### config.mk
export PLATFORM = sky130hd
export DESIGN_NAME = alu_pipe
export DESIGN_NICKNAME = d
export VERILOG_FILES = /design/src/rtl/alu_pipe.sv
export SDC_FILE = /design/constraint.sdc
export NUM_CORES = 1
export LEC_CHECK = 0
export ABC_AREA = 1
export CORE_ASPECT_RATIO = 1.25
export CORE_UTILIZATION = 45
export CTS_CLUSTER_DIAMETER = 120
export DETAILED_ROUTE_END_ITERATION = 10
export HOLD_SLACK_MARGIN = 0.03
export SETUP_SLACK_MARGIN = 0.02
export SYNTH_ARGS = -nofsm -noshare
export SYNTH_HDL_FRONTEND = slang
export SYNTH_SLANG_ARGS = --single-unit
### constraint.sdc
create_clock -name clk -period 4 [get_ports clk]
set_clock_uncertainty 0.1 [all_clocks]
set_input_delay 0.8 -clock clk [delete_from_list [all_inputs] [get_ports clk]]
set_output_delay 0.8 -clock clk [all_outputs]
set_load 0.05 [all_outputs]
### src/rtl/alu_pipe.sv
// Two-stage pipelined ALU: operand register, then result register.
// Valid/ready flow control with tag passthrough and a sticky overflow bit.
module alu_pipe #(
  parameter int WIDTH = 16,
  parameter int TAG_W = 4
) (
  input  logic             clk,
  input  logic             rst,
  input  logic             in_valid,
  output logic             in_ready,
  input  logic [WIDTH-1:0] A,
  input  logic [WIDTH-1:0] B,
  input  logic [4:0]       alu_code,
  input  logic [TAG_W-1:0] in_tag,
  output logic             out_valid,
  input  logic             out_ready,
  output logic [WIDTH-1:0] C,
  output logic             overflow,
  output logic             illegal,
  output logic [TAG_W-1:0] out_tag,
  output logic             sticky_ovf,
  input  logic             clr_sticky
);

  localparam int SW  = $clog2(WIDTH);
  localparam int MSB = WIDTH - 1;

  typedef struct packed {
    logic [WIDTH-1:0] a;
    logic [WIDTH-1:0] b;
    logic [4:0]       code;
    logic [TAG_W-1:0] tag;
  } op_t;

  op_t  s1;
  logic s1_valid;
  logic adv2;

  assign adv2     = !out_valid || out_ready;
  assign in_ready = !s1_valid || adv2;

  always_ff @(posedge clk) begin
    if (rst) begin
      s1_valid <= 1'b0;
      s1       <= '0;
    end else if (in_ready) begin
      s1_valid <= in_valid;
      if (in_valid) begin
        s1 <= '{a: A, b: B, code: alu_code, tag: in_tag};
      end
    end
  end

  logic [1:0]       grp;
  logic [2:0]       fn;
  logic [WIDTH:0]   sum;
  logic [WIDTH:0]   dif;
  logic [WIDTH-1:0] inc;
  logic [WIDTH-1:0] dec;
  logic [SW-1:0]    sh;
  logic [SW:0]      sh1;
  logic [WIDTH-1:0] top;
  logic             sla_ovf;
  logic [WIDTH-1:0] sra;
  logic             lt;
  logic             eq;
  logic             sa;
  logic             sb;

  assign grp = s1.code[4:3];
  assign fn  = s1.code[2:0];
  assign sa  = s1.a[MSB];
  assign sb  = s1.b[MSB];

  assign sum = {1'b0, s1.a} + {1'b0, s1.b};
  assign dif = {1'b0, s1.a} - {1'b0, s1.b};
  assign inc = s1.a + WIDTH'(1);
  assign dec = s1.a - WIDTH'(1);

  // SLA keeps sign only if the top s+1 bits of A all match A's sign.
  assign sh      = s1.b[SW-1:0];
  assign sh1     = {1'b0, sh} + {{SW{1'b0}}, 1'b1};
  assign top     = ~({WIDTH{1'b1}} >> sh1);
  assign sla_ovf = |((s1.a ^ {WIDTH{sa}}) & top);
  assign sra     = $signed(s1.a) >>> sh;

  assign lt = $signed(s1.a) < $signed(s1.b);
  assign eq = s1.a == s1.b;

  logic [WIDTH-1:0] c_n;
  logic             ovf_n;
  logic             ill_n;

  always_comb begin
    c_n   = '0;
    ovf_n = 1'b0;
    ill_n = 1'b0;
    unique case (grp)
      2'b00: begin
        unique case (fn)
          3'b000: begin
            c_n   = sum[MSB:0];
            ovf_n = sum[WIDTH];
          end
          3'b001: begin
            c_n   = sum[MSB:0];
            ovf_n = (sa == sb) && (sum[MSB] != sa);
          end
          3'b010: begin
            c_n   = dif[MSB:0];
            ovf_n = dif[WIDTH];
          end
          3'b011: begin
            c_n   = dif[MSB:0];
            ovf_n = (sa != sb) && (dif[MSB] != sa);
          end
          3'b100: begin
            c_n   = inc;
            ovf_n = !sa && inc[MSB];
          end
          3'b101: begin
            c_n   = dec;
            ovf_n = sa && !dec[MSB];
          end
          default: ill_n = 1'b1;
        endcase
      end
      2'b01: begin
        unique case (fn)
          3'b000:  c_n = s1.a & s1.b;
          3'b001:  c_n = s1.a | s1.b;
          3'b010:  c_n = s1.a ^ s1.b;
          3'b100:  c_n = ~s1.a;
          default: ill_n = 1'b1;
        endcase
      end
      2'b10: begin
        unique case (fn)
          3'b000: c_n = s1.a << sh;
          3'b001: c_n = s1.a >> sh;
          3'b010: begin
            c_n   = s1.a << sh;
            ovf_n = sla_ovf;
          end
          3'b011:  c_n = sra;
          default: ill_n = 1'b1;
        endcase
      end
      default: begin
        unique case (fn)
          3'b000:  c_n = WIDTH'(lt || eq);
          3'b001:  c_n = WIDTH'(lt);
          3'b010:  c_n = WIDTH'(!eq);
          3'b011:  c_n = WIDTH'(eq);
          3'b100:  c_n = WIDTH'(!lt);
          3'b101:  c_n = WIDTH'(!(lt || eq));
          default: ill_n = 1'b1;
        endcase
      end
    endcase
  end

  always_ff @(posedge clk) begin
    if (rst) begin
      out_valid <= 1'b0;
      C         <= '0;
      overflow  <= 1'b0;
      illegal   <= 1'b0;
      out_tag   <= '0;
    end else if (adv2) begin
      out_valid <= s1_valid;
      if (s1_valid) begin
        C        <= c_n;
        overflow <= ovf_n;
        illegal  <= ill_n;
        out_tag  <= s1.tag;
      end
    end
  end

  // A set on consumption outranks a simultaneous clear.
  always_ff @(posedge clk) begin
    if (rst) begin
      sticky_ovf <= 1'b0;
    end else if (out_valid && out_ready && overflow) begin
      sticky_ovf <= 1'b1;
    end else if (clr_sticky) begin
      sticky_ovf <= 1'b0;
    end
  end

endmodule

# Word level (Yosys, flattened, before mapping)
# Cells that the tools add are included.
# word_totals
register_bits	66
out_inout_bits	25
word_cells	82
# classes
addsub	5
order_cmp	1
eq_ne	12
n_shift	4
n_mux	14
bitwise_logic	7
reduce_logical	28
# ops
cell	n
16-bit one-hot mux with 4 select lines	2
16-bit one-hot mux with 3 select lines	2
16-bit bitwise AND	2
16-bit inverter	2
16-bit bitwise XOR	2
16-bit by 16-bit adder with 17-bit output	1
16-bit by 16-bit subtractor with 17-bit output	1
16-bit by 1-bit adder with 16-bit output (second input constant)	1
16-bit equality test	1
16-bit < comparator	1
16-bit bitwise OR	1
16-bit OR reduction	1
16-bit by 4-bit left shift with 16-bit output	1
16-bit by 4-bit right shift with 16-bit output	1
16-bit by 5-bit right shift with 16-bit output (first input constant)	1
16-bit by 4-bit >>> shifter with 16-bit output	1
16-bit by 1-bit subtractor with 16-bit output (second input constant)	1
1-bit one-hot mux with 6 select lines	2
4-bit OR reduction	2
1-bit zero test	7
3-bit by 2-bit equality test with 1-bit output (second input constant)	2
3-bit equality test (second input constant)	2
1-bit logical AND	6
1-bit two-way mux	6
other kinds (14)	22

# Logic depth before layout (Yosys ltp)
# Gate-level depths: netlist of run 1.
# logic_depth
depth_word	7
depth_mapped	21
mapped_depth_nobuf	18

# Least setup slack after synthesis of run 1
# No wires, ideal clock.
# synth_path
path_kind	flip-flop to flip-flop
startpoint	register s1[12] (netlist bit)
endpoint	register C[0]
setup_ps	132
arrival_ps	2361
path_slack_ps	1407
stages_incl_launch_ff	21
path_buffers	3
synth_period_minus_slack_ps	2593
path_cell_list	dfxtp_1 buf_2 clkinv_1 buf_1 ha_1 buf_2 inv_1 nand2_1 nand2_1 inv_1 nand2_1 nand2_1 nand2_1 nand2_1 nand2_1 nand2_1 a21o_1 nand2_1 nand2_1 nand2_1 a21oi_1
# synth_between
elab_chain_len	5
word_cells_on_any_way	12
cone_classes	1 x order compare; 1 x eq/ne; 3 x shift; 3 x mux; 4 x reduce/logical
# synth_lines
element	line	rtl
start, declared	35	op_t s1;
start signal, assigned	49	s1 <= '{a: A, b: B, code: alu_code, tag: in_tag};
16-bit < comparator or 16-bit equality test (tied branches)	87, 88	
1-bit logical OR	151, 156	
1-bit zero test	156	3'b101: c_n = WIDTH'(!(lt || eq));
1-bit one-hot mux with 6 select lines	150	unique case (fn)
16-bit one-hot mux with 3 select lines *	98	unique case (grp)
end signal, assigned	173	C <= c_n;
end, declared	17	output logic [WIDTH-1:0] C,
# Mark *: on every way between the ends. The rest lies on a longest branch, timed or not.
# A chain may end at the register's enable or synchronous reset.

# Final worst setup path of run 1
# layout_path
startpoint	input port out_ready
endpoint	output port in_ready
# layout_between
elab_chain_len	2
# layout_lines
element	line	rtl
start, declared	16	input logic out_ready,
1-bit logical OR	39	assign adv2 = !out_valid || out_ready;
1-bit logical OR	40	assign in_ready = !s1_valid || adv2;
end, declared	10	output logic in_ready,
# Every way passes these cells.

==> flow_summary_export.csv, run 1 <==
group,metric,value,unit
worst_setup_path,reg2reg_from,"s1[9]$_SDFFE_PP0P_",
sta,slew-limit-headroom,0.3937,
worst_setup_path,path_class,"input pin to output pin",
placement,dp_worst_setup_slack,0.8229,ns
route,ant_nets,0,
synthesis,synth_seq_cells,66,
worst_hold_path,hold_path.class,"register to register",
synthesis,syn_inst,1464,
pwr,power_density,323.6,nW/um2
route,drt_wl_total,36950,um
layout,layout.nets,1604,
die,die_area,18580,um2
layout,n_fill_cell,1961,
sta,tightest_slew,0.9060,ns
worst_setup_path,setup.worst_path.start_class,"input pin",
route,drt_first_pass_iters,9,
synthesis,postSynthAreaPerCell,5.545,um2
layout,drive_gt1_frac,0.04325,
synthesis,synth_nets,1570,
synthesis,synth_area_leaders,"nand2_1 (21%), dfxtp_1 (16%), nand3_1 (11%)",
worst_setup_path,end_kind,"output pin",
worst_hold_path,min_path_cells,2,
layout,final_core_util,0.5288,
route,vias,10290,
run_status,status,"completed",
synthesis,synth_top_flop_cell,"dfxtp_1",
clocking,cts_tree,"done",
clocking,cts_resized,0,
worst_setup_path,r2r_cells,14,
clocking,cts_setup_buffers,0,
die,die_h,152.2,um
route,drcViolationCount,0,
synthesis,synth_top_cell_by_area,"nand2_1",
pwr,leakage,0.004457,uW
worst_setup_path,arrival,2.29,ns
clocking,clk_latency,0.35,ns
placement,io_buffers,70,
synthesis,synthArstFlopShare,0,
global_route,antenna_found_initial,0,
sta,post-route-period-util,0.7971,
worst_setup_path,r2r_end,"C[14]$_SDFFE_PP0P_",
run,max_cap_viol_count,0,
synthesis,ys_seq_area_frac,0.1628,
clocking,holdBufCountCts,0,
synthesis,synthesis.area,8118,um2
worst_setup_path,required,3.10,ns
clocking,clk_pin_slew_worst_paths,0.07,ns
worst_setup_path,r2r_slack,0.85,ns
layout,area_delta_synth_final,14.44,%
placement,postPlaceCellArea,8959,um2
route,vias_per_cell,5.961,
synthesis,synth_commonest_cells,"nand2_1 (450), nand3_1 (184), inv_1 (150), nor2_1 (121), a21oi_1 (111)",
worst_hold_path,hold_path_startpoint,"C[11]$_SDFFE_PP0P_",
sta,fin_tns_setup,0,ns
route,drtIter0Drc,1196,
global_route,grt_max_degree,48,
route,wl_per_cell,21.40,um
sta,finalHoldViolCount,0,
synthesis,synth_edf_count,0,
die,rows,54,
placement,hpwl,27870,um
sta,fin_ws,0.8117,ns
clocking,cts.sink_count,66,
worst_hold_path,holdPathEnd,"C[11]$_SDFFE_PP0P_",
global_route,grt_pass1_vias,9530,
die,initial_utilization,0.4621,
synthesis,synth.most_common_cell,"nand2_1",
die,core-area,17570,um2
clocking,cts_buffer_depth,2,
global_route,track_usage,0.3985,
die,die_w,122.1,um
pwr,finalPower,3006,uW
synthesis,synthDominantCellAreaShare,0.2081,
synthesis,yosysWarningCount,0,
clocking,cts_buffers,9,
global_route,overflow,0,
die,io_pins,71,
synthesis,synth_cell_type_count,42,
clocking,clock-root-buffer,"clkbuf_16",
pwr,ir_drop,203.4,uV
worst_setup_path,cp_max_fo,3,
sta,fin_crit,3.188,ns
layout,final_cell_area,9290,um2
sta,max_freq,313.7,MHz
sta,finalMaxSlewViolations,0,
layout,antennaDiodeCount,0,
clocking,cts_htree_levels,3,
global_route,grt_pass1_wl,55370,um
placement,finalWeightedCongestion,1.024,
sta,finalSetupViolCount,0,
sta,rsz0062_at_grt,"false",
==> stage by stage <==
step | cells | hold WS, ns
3_3_place_gp | 1711 | 0.3555
6_report | 1727 | 0.3655
5_1_grt | 1727 | 0.3925
3_5_place_dp | 1711 | 0.3551
4_1_cts | 1727 | 0.3654
2_1_floorplan | 1464 | 0.3495
==> placed cells by master (no fill, tap or decap), drive strengths merged, types with 6 or more instances in the layout <==
cell type	netlist	routed
a21oi	111	111
and2	7	7
buf	52	34
clkbuf	29	9
clkdlybuf4s50	0	70
dfxtp	66	66
ha	58	58
inv	155	159
nand2	450	450
nand3	185	185
nand4	22	22
nor2	127	127
nor3	14	14
o211ai	6	6
o21ai	111	111
o22ai	22	22
xor2	13	13
==> sequential cells by signal, summed over array words and instances, names as in the netlist <==
name / cells
fn: 3
sticky_ovf: 1
grp: 2
s1_valid: 1
out_tag: 4
s1: 36
overflow: 1
out_valid: 1
C: 16
illegal: 1
==> cell families (layout without fill, tap and decap cells) <==
kind of cell,Yosys count,count (layout),share of synthesized area
adder cells (fa/ha/maj),60,60,0.09433
AO/OA/AOI/OAI,272,272,0.1797
AND/OR/NAND/NOR,811,811,0.4239
buffers and inverters,239,278,0.1221
XOR/XNOR,16,16,0.01726
flip-flops,66,66,0.1628
==> layer usage <==
metal	global-route usage	vias to the layer above	routed length (um)
met5	0	-	0
li1	-	4844	-
met4	0.2956	0	3272
met2	0.6220	627	16330
met3	0.07710	175	3381
met1	0.4797	4648	13970
==> worst max-delay path, stage by stage <==
cell and delay, ns:
clkdlybuf4s50_1 0.49, inv_1 0.06, nand3_1 0.12, clkdlybuf4s50_1 0.82
==> cell type report <==
cell class / count / area, um2 / area share
clock buffer: 9 / 225.2 / 0.02424
clock inverter: 7 / 106.4 / 0.01145
inverter: 158 / 593.1 / 0.06384
multi-input combinational: 1159 / 5808 / 0.6252
sequential: 66 / 1321 / 0.1422
tap: 224 / 280.3 / 0.03017
timing repair buffer: 104 / 955.9 / 0.1029
==> power breakdown <==
group | total [uW] | switching, uW | internal (uW) | leakage, uW
logic | 1320 | 924 | 396 | 0.00375
clock network | 928 | 369 | 559 | 0.000163
registers | 758 | 55.6 | 703 | 0.000545
total | 3010 | 1350 | 1660 | 0.00446
==> worst max-delay path by stage <==
stage          cells past startpoint  slack [ns]           endpoint                start
6_report                           4        0.81           in_ready            out_ready
5_1_grt                           14        0.72  C[8]$_SDFFE_PP0P_   s1[9]$_SDFFE_PP0P_
4_1_cts                            4        0.82           in_ready            out_ready
3_5_place_dp                       4        0.82           in_ready            out_ready
3_3_place_gp                       4        0.84           in_ready            out_ready
2_1_floorplan                     20        1.41  C[0]$_SDFFE_PP0P_  s1[12]$_SDFFE_PP0P_
Note: power is estimated with default switching activity, not from simulation.
==> run 2, diff against run 1 <==
PLACE_DENSITY = 0.67   (was default)
clock period = 2.73 ns   (was 4 ns; I/O delays follow)
==> run 2 against run 1 <==
Cell count grew 3.2%; hold slack lost 0.0017 ns; wire length shrank 0.19%; non-clock buffer count grew 55; critical path depth grew 11; worst setup slack lost 0.68 ns; global-route usage shrank 0.27 points; die area is the same; sequential power grew 42%; critical path type is now register to register.
==> flow_summary_export.csv, run 2 (synthesized netlist as in run 1, its figures left out) <==
group,metric,value,unit
layout,top_register,"s1",
clocking,cts_tree,"done",
worst_setup_path,critical_path.max_stage_delay,0.47,ns
layout,antennaDiodeCount,0,
die,rows,54,
clocking,cts.sink_count,66,
clocking,clk_latency,0.35,ns
worst_setup_path,required,2.91,ns
worst_setup_path,cp_max_fo,5,
worst_hold_path,hold_path.class,"register to register",
global_route,grt_pass1_wl,55290,um
global_route,grt_pass1_vias,10020,
sta,finalSetupViolCount,0,
route,vias_per_cell,5.973,
clocking,cts_setup_buffers,0,
worst_setup_path,r2r_slack,0.13,ns
worst_hold_path,hold_path_startpoint,"C[2]$_SDFFE_PP0P_",
worst_setup_path,crit_chain,"ha_1, fa_1, nand3_1, nand3_1, nand2_1, nand2_1, nand2_1, nand2_1, nand2_1, nand2_1, nor2_1, o21ai_0, nand2_1, nand2_1, a21oi_1",
layout,n_fill_cell,1870,
pwr,ir_drop,281.3,uV
run_status,status,"completed",
clocking,cts_buffer_depth,2,
clocking,cts_resized,0,
clocking,clk_pin_slew_worst_paths,0.06,ns
worst_setup_path,slowest_stage,"fa_1",
global_route,grt_max_degree,37,
worst_setup_path,cp_top_family,"simple AND/OR/NAND/NOR gates",
layout,area_delta_synth_final,20.81,%
route,drcViolationCount,0,
global_route,antenna_found_initial,0,
sta,slew-limit-headroom,0.5798,
route,drtIter0Drc,1078,
worst_setup_path,path_class,"register to register",
route,wl_per_cell,20.70,um
clocking,clock-root-buffer,"clkbuf_16",
route,drt_wl_total,36880,um
layout,top_regs,"s1: 36 flops, C: 16 flops, out_tag: 4 flops",
global_route,track_usage,0.3959,
layout,largest_reg_flops,36,
placement,postPlaceCellArea,9444,um2
placement,finalWeightedCongestion,1.065,
worst_setup_path,cp_num_buf_inv,0,
global_route,overflow,0,
sta,finalMaxSlewViolations,0,
die,die_area,18580,um2
die,initial_utilization,0.4621,
die,core-area,17570,um2
layout,layout.nets,1659,
clocking,cts_buffers,9,
placement,io_buffers,70,
die,io_pins,71,
layout,final_common_cell,"nand2_1",
sta,finalHoldViolCount,0,
worst_setup_path,reg2reg_from,"s1[9]$_SDFFE_PP0P_",
worst_setup_path,path_common_cell,"nand2_1",
worst_setup_path,arrival,2.78,ns
layout,final_cell_area,9807,um2
die,die_w,122.1,um
sta,fin_crit,2.595,ns
worst_setup_path,end_kind,"register",
sta,max_freq,385.3,MHz
route,drt_first_pass_iters,6,
pwr,leakage,0.004745,uW
sta,rsz0062_at_grt,"false",
die,die_h,152.2,um
worst_setup_path,crit_start,"s1[9]$_SDFFE_PP0P_",
sta,tightest_slew,0.6303,ns
pwr,power_density,457.2,nW/um2
route,ant_nets,0,
clocking,holdBufCountCts,0,
clocking,cts_htree_levels,3,
worst_setup_path,setup.worst_path.start_class,"register",
route,vias,10640,
placement,hpwl,28600,um
layout,mostFrequentLayoutCells,"nand2_1 (449), nand3_1 (184), inv_1 (150)",
run,max_cap_viol_count,0,
sta,post-route-period-util,0.9506,
sta,fin_tns_setup,0,ns
layout,drive_gt1_frac,0.08472,
-- run 2: cell count changes in the layout (fill, tap and decap cells not counted), sizes merged --
cell           change
buf               +56
clkdlybuf4s50      -1
clkinv             -1
clkinvlp           +1
-- run 2: final cells by class --
cell class / instances / area [um2] / share of cell area
clock buffers: 9 / 225.2 / 0.02297
clock inverters: 7 / 107.6 / 0.01097
inverters: 158 / 593.1 / 0.06047
multi-input cells: 1159 / 5836 / 0.5950
flip-flops and latches: 66 / 1324 / 0.1350
well taps: 224 / 280.3 / 0.02858
repair buffers: 159 / 1441 / 0.1470
-- run 2: report_power, final --
part	leakage (uW)	total (uW)	internal, uW	switching, uW
clock	0.000160	1350	820	532
sequential	0.000545	1080	1030	48.4
combinational	0.00404	2050	673	1380
total	0.00474	4480	2520	1960
-- run 2: worst min-delay path: cells and delay by family (launching register included) --
kind / cells / cell delay [ns]
compound gates: 1 / 0.05
simple gates: 1 / 0.06
flops: 1 / 0.31
-- run 2: final timing paths --
path	to	depth (start not counted)
worst max-delay path	C[8]$_SDFFE_PP0P_	15
worst min register to register	C[2]$_SDFFE_PP0P_	2
worst min-delay path	C[2]$_SDFFE_PP0P_	2
worst max register to register	C[8]$_SDFFE_PP0P_	15
-- run 2: metal layers --
layer,track usage,share of wire
met5,0,0
met3,0.07597,0.090
met1,0.4712,0.38
met2,0.6204,0.44
met4,0.3020,0.086
-- run 2: per-stage QoR --
stage	total power (uW)	setup slack, ns	hold WS [ns]	util	instances
floorplan	2334	0.1372	0.3495	-	1464
global placement	3076	0.09573	0.3542	0.5376	1766
detailed placement	3070	0.1315	0.3584	0.5376	1766
CTS	4426	0.1058	0.3674	0.5566	1782
global route	4688	0.02336	0.3931	0.5583	1782
finish	4484	0.1347	0.3639	0.5583	1782
